$ cat src/rtl/clk_gate_ctrl.sv
// clk_gate_ctrl: idle-driven clock-gate controller.
// The FSM walks RUN -> DRAIN -> GATED -> WAKE -> RUN. In DRAIN it counts idle cycles
// before it asks for the clock to be masked. The mask control (enable) comes from a
// falling-edge flop, so the downstream AND-style mask only switches while clk_i is low.
// Optional feature macro: CLK_GATE_AUTO_EN. When it is defined, the block gates
// automatically whenever busy is low, and gate_req no longer aborts a drain or a gate.
// Legal parameters: 1 <= IDLE_CYC, WAKE_CYC <= 2^CNT_W-1.
module clk_gate_ctrl #(
  parameter int IDLE_CYC = 4,
  parameter int WAKE_CYC = 2,
  parameter int CNT_W    = 4
) (
  input  logic       clk_i,
  input  logic       rst_n,
  input  logic       gate_req,
  input  logic       busy,
  input  logic       wake_i,
  output logic       enable,
  output logic       gate_ack,
  output logic [1:0] state_o
);

  typedef enum logic [1:0] {
    RUN   = 2'd0,
    DRAIN = 2'd1,
    GATED = 2'd2,
    WAKE  = 2'd3
  } state_t;

  localparam logic [CNT_W-1:0] IDLE_LAST = CNT_W'(IDLE_CYC - 1);
  localparam logic [CNT_W-1:0] WAKE_LAST = CNT_W'(WAKE_CYC - 1);

  state_t           state, state_nx;
  logic [CNT_W-1:0] cnt, cnt_nx, cnt_inc;
  logic             drain_go, drain_abort, gated_exit;

  // Entry, abort and exit qualifiers. These are the only places the optional mode shows up.
`ifdef CLK_GATE_AUTO_EN
  // Any idle cycle starts a drain. An explicit gate_req is a subset of that case.
  assign drain_go    = ~busy | (gate_req & ~busy);
  assign drain_abort = busy;
  assign gated_exit  = wake_i | busy;
`else
  assign drain_go    = gate_req & ~busy;
  assign drain_abort = busy | ~gate_req;
  assign gated_exit  = wake_i | ~gate_req;
`endif

  // The counter saturates at all-ones. It never wraps back to zero.
  assign cnt_inc = (cnt == '1) ? cnt : cnt + 1'b1;

  // Next-state and counter logic. busy wins over the terminal drain count because it is tested first.
  always_comb begin
    state_nx = state;
    cnt_nx   = cnt;
    unique case (state)
      RUN: begin
        if (drain_go) begin
          state_nx = DRAIN;
          cnt_nx   = '0;
        end
      end
      DRAIN: begin
        if (drain_abort) begin
          state_nx = RUN;
          cnt_nx   = '0;
        end else if (cnt == IDLE_LAST) begin
          state_nx = GATED;
          cnt_nx   = '0;
        end else begin
          cnt_nx = cnt_inc;
        end
      end
      GATED: begin
        if (gated_exit) begin
          state_nx = WAKE;
          cnt_nx   = '0;
        end
      end
      WAKE: begin
        if (cnt == WAKE_LAST) begin
          state_nx = RUN;
          cnt_nx   = '0;
        end else begin
          cnt_nx = cnt_inc;
        end
      end
      default: begin
        state_nx = RUN;
        cnt_nx   = '0;
      end
    endcase
  end

  // State, counter and ack registers. gate_ack mirrors the GATED state cycle for cycle.
  always_ff @(posedge clk_i or negedge rst_n) begin
    if (!rst_n) begin
      state    <= RUN;
      cnt      <= '0;
      gate_ack <= 1'b0;
    end else begin
      state    <= state_nx;
      cnt      <= cnt_nx;
      gate_ack <= (state_nx == GATED);
    end
  end

  // The mask control is captured on the falling edge, so it only moves during the low phase.
  // Reset clears it at once, with no clock edge needed.
  always_ff @(negedge clk_i or negedge rst_n) begin
    if (!rst_n) enable <= 1'b0;
    else        enable <= (state == GATED);
  end

  assign state_o = state;

endmodule

$ cat config.mk
export PLATFORM = sky130hd
export DESIGN_NAME = clk_gate_ctrl
export DESIGN_NICKNAME = d
export VERILOG_FILES = /design/src/rtl/clk_gate_ctrl.sv
export SDC_FILE = /design/constraint.sdc
export NUM_CORES = 1
export LEC_CHECK = 0
export CORE_ASPECT_RATIO = 1.2
export CORE_MARGIN = 2
export CORE_UTILIZATION = 29
export DETAILED_ROUTE_END_ITERATION = 6
export DONT_BUFFER_PORTS = 1
export PLACE_DENSITY = 0.48
export SLEW_MARGIN = 5
export SYNTH_ARGS = -nofsm -noshare
export SYNTH_HDL_FRONTEND = slang
export SYNTH_SLANG_ARGS = --single-unit
export TNS_END_PERCENT = 5
$ cat constraint.sdc
create_clock -name clk_i -period 1.8 [get_ports clk_i]
set_clock_uncertainty 0.05 [all_clocks]
set_input_delay 0.18 -clock clk_i [delete_from_list [all_inputs] [get_ports clk_i]]
set_output_delay 0.18 -clock clk_i [all_outputs]
set_load 0.005 [all_outputs]
# After elaboration in Yosys (flattened, before gate mapping)
# Index checks and enable logic that the tools add are counted.
[word_totals]
elab_cells = 34
register_bits = 8
out_inout_bits = 4
inputBits = 5
[classes]
eq_ne = 9
n_reduce_logical = 2
add_sub_neg = 1
muxes = 13
bitwise_logic = 5
[ops]
columns = ["op", "count"]
rows = [
  ["4-bit two-way mux", 6],
  ["4-bit one-hot mux with 4 select lines", 1],
  ["2-bit two-way mux", 5],
  ["2-bit one-hot mux with 4 select lines", 1],
  ["2-bit equality test, second input constant", 3],
  ["4-bit by 1-bit adder with 4-bit output, second input constant", 1],
  ["4-bit by 1-bit equality test with 1-bit output, second input constant", 1],
  ["4-bit by 2-bit equality test with 1-bit output, second input constant", 1],
  ["4-bit equality test, second input constant", 1],
  ["2-bit != test, second input constant", 2],
  ["2-bit by 1-bit equality test with 1-bit output, second input constant", 1],
  ["2-bit logical NOT", 1],
  ["1-bit NOT", 2],
  ["1-bit OR", 2],
  ["2-bit AND reduction", 1],
  ["1-bit AND", 1],
]

# Longest topological paths before layout
[depth]
ltp_word = 5
mapped_depth = 6
depth_no_buf = 6

==> metrics.txt <==
outcome complete, no violations; Pwr per Cell Area 1253 nW/um^2; Worst-Skew Late Latency 260 ps; reg2reg setup slack 180 ps; Netlist Area Pre-Place 535.5 sq um; type of origin of the critical path flop; synthesized instance count 52; Seq/Total Area, Yosys 37.38%; # rows 17; Least-Margin Pin Slew 339.8 ps; Rel. slew slack 77.27%; max-cap check violation count 0; Core Box Area 1787 sq um; crit path DAT 1560 ps; worst setup margin 10.46 ps; Die Wd 43.23 um; Clock Path Buffers 2; WS Path Type flop to primary output; antenna violations before repair 0; worst r2r path cells 2; Pleak 0.2437 nW; final net count 65; Hold Path Class input pin to flop; CTS tree built; register area 200.2 sq um; number of global-route vias before repair 366; Final setup viols 0; DRC Markers 0; grt ovf 0; hold path start gate_req; Area growth syn-to-layout 9.813%; area of the multi-input gates 301.5 sq um; CTS root buf clkbuf_4; WP data required 1570 ps; vias per cell 5.066; DP HPWL 749.8 um; final WL 1.000 mm; Die Area 2208 sq um; RR Endpoint enable; Filler cells 193; DR iter-0 viols 1; critical path endpoint category primary output; pin count of the biggest net entering global routing 11; Reg clk slew, reported paths 50 ps; Buffers on Ports 0; syn avg cell area 10.30 sq um; diodes inserted 0; clk sink count 8; Place WS 175.3 ps; worst r2r src state_o[1]; first-pass GRT wire length 1.814 mm; GRT Total Usage 11.61%; Syn Nets 59; worst-path fanout max 1; CTS H-tree lvls 1; wire length per cell 13.16 um; IO Count 9; VDD IR-drop max 488.1 uV; Die Ht 51.07 um; DR vias 385; TritonCTS buffer count 3; layout cells sized above 1 24.56%; DR pass1 iterations 2; Placer Congestion 0.7633; post-CTS sizing 0; Initial Utilization 29.97%; Yosys reg bits 8; distinct cell type count after synthesis 28; Yosys warnings 0; Hold Path End gate_ack; Pwr Total 0.7368 mW; hold path cells 2; final hold vios 0; Slew Viols, Final 0; Final ANT Viol Nets 0; RSZ-0062 raised after global routing yes
[kinds of logic (layout without fill, tap and decap cells)]
logic type               count (synthesis)  count (layout)  synth area share [%]
AO/OA/AOI/OAI                           15              15                 22.90
adder cells (fa/ha/maj)                  2               2                 4.672
AND/OR/NAND/NOR                         22              22                 28.74
flip-flops                               8               8                 37.38
buffers and inverters                    5              10                 6.308
[worst max-delay path by stage]
| stage | start | to | slack [ps] | cells after the start |
|---|---|---|---|---|
| after floorplan | state_o[0] | enable | 40 | 3 |
| after global placement | state_o[1] | enable | 170 | 2 |
| after detailed placement | state_o[1] | enable | 180 | 2 |
| after CTS | enable | enable | 1 | 0 |
| after global routing | enable | enable | -20 | 0 |
| final | enable | enable | 10 | 0 |
[layer usage]
layer	vias to the layer above	part of all wire (%)	global-route usage, %
li1	197	-	-
met3	5	10	7.420
met4	0	2.2	6.061
met1	169	40	13.04
met5	-	0	0
met2	14	48	16.67
[repair_timing]
item                                    in CTS  in global routing
setup buffers                                0                  0
endpoints found under the setup margin       0                  1
endpoints found under the hold margin        7                  0
hold buffers                                 1                  0
[layout by cell type (no fill, tap or decap), types with 2 or more instances in the layout]
| cell type | count |
|---|---|
| a21oi_1 | 2 |
| and2b_1 | 2 |
| buf_4 | 2 |
| clkbuf_4 | 3 |
| dfrtp_1 | 7 |
| ha_1 | 2 |
| inv_1 | 3 |
| nand2_1 | 3 |
| nand2b_1 | 3 |
| nand3_1 | 3 |
| nor2_1 | 4 |
| nor3b_2 | 2 |
| o21ai_0 | 2 |
| o21ai_1 | 2 |
[Yosys cell counts]
library cell,count,area share [%]
a21oi_1,2,1.9
a21oi_2,1,1.6
a22o_1,1,1.6
a31oi_1,1,1.2
a41oi_2,1,3.0
and2b_1,2,2.8
buf_6,2,4.2
dfrtn_1,1,4.7
dfrtp_1,7,33
ha_1,2,4.7
inv_1,3,2.1
nand2_1,3,2.1
nand2_2,1,1.2
nand2b_1,3,3.5
nand3_1,3,2.8
nand4_1,1,1.2
nand4bb_4,1,5.1
nor2_1,4,2.8
nor3b_2,2,4.7
o21ai_0,2,1.9
o21ai_1,2,1.9
o21ba_2,1,1.9
o21bai_2,1,2.1
o221ai_1,1,1.6
o22ai_2,1,2.3
o32a_1,1,1.9
or2_1,1,1.2
or2b_1,1,1.4
[power by group]
group	internal [mW]	switching, mW	leakage (nW)
Sequential	0.228	0.0434	0.108
Clock	0.0850	0.0645	0.0150
Combinational	0.149	0.167	0.120
Total	0.462	0.275	0.244
[registers in the layout, summed over array words and instances, names as in the netlist]
signal	count
enable	1
cnt	4
state_o	2
gate_ack	1
[cell type report]
type	count	area share, %
multi-input cells	39	51.28
well taps	19	4.043
clock buffers	4	4.468
flip-flops and latches	8	34.04
inverters	3	1.915
repair buffers	3	4.255
[stage by stage]
| stage | cell area, sq um | utilization [%] | setup TNS (ps) | hold WS [ps] | cells |
|---|---|---|---|---|---|
| floorplan | 535.5 | - | 0 | -165.6 | 52 |
| global placement | 551.8 | 30.88 | 0 | -165.4 | 71 |
| detailed placement | 551.8 | 30.88 | 0 | -165.4 | 71 |
| CTS | 588.1 | 32.91 | 0 | 63.70 | 76 |
| global route | 588.1 | 32.91 | -16.21 | 77.95 | 76 |
| finish | 588.1 | 32.91 | 0 | 67.62 | 76 |
No activity file was read; power rests on OpenSTA's default activity.
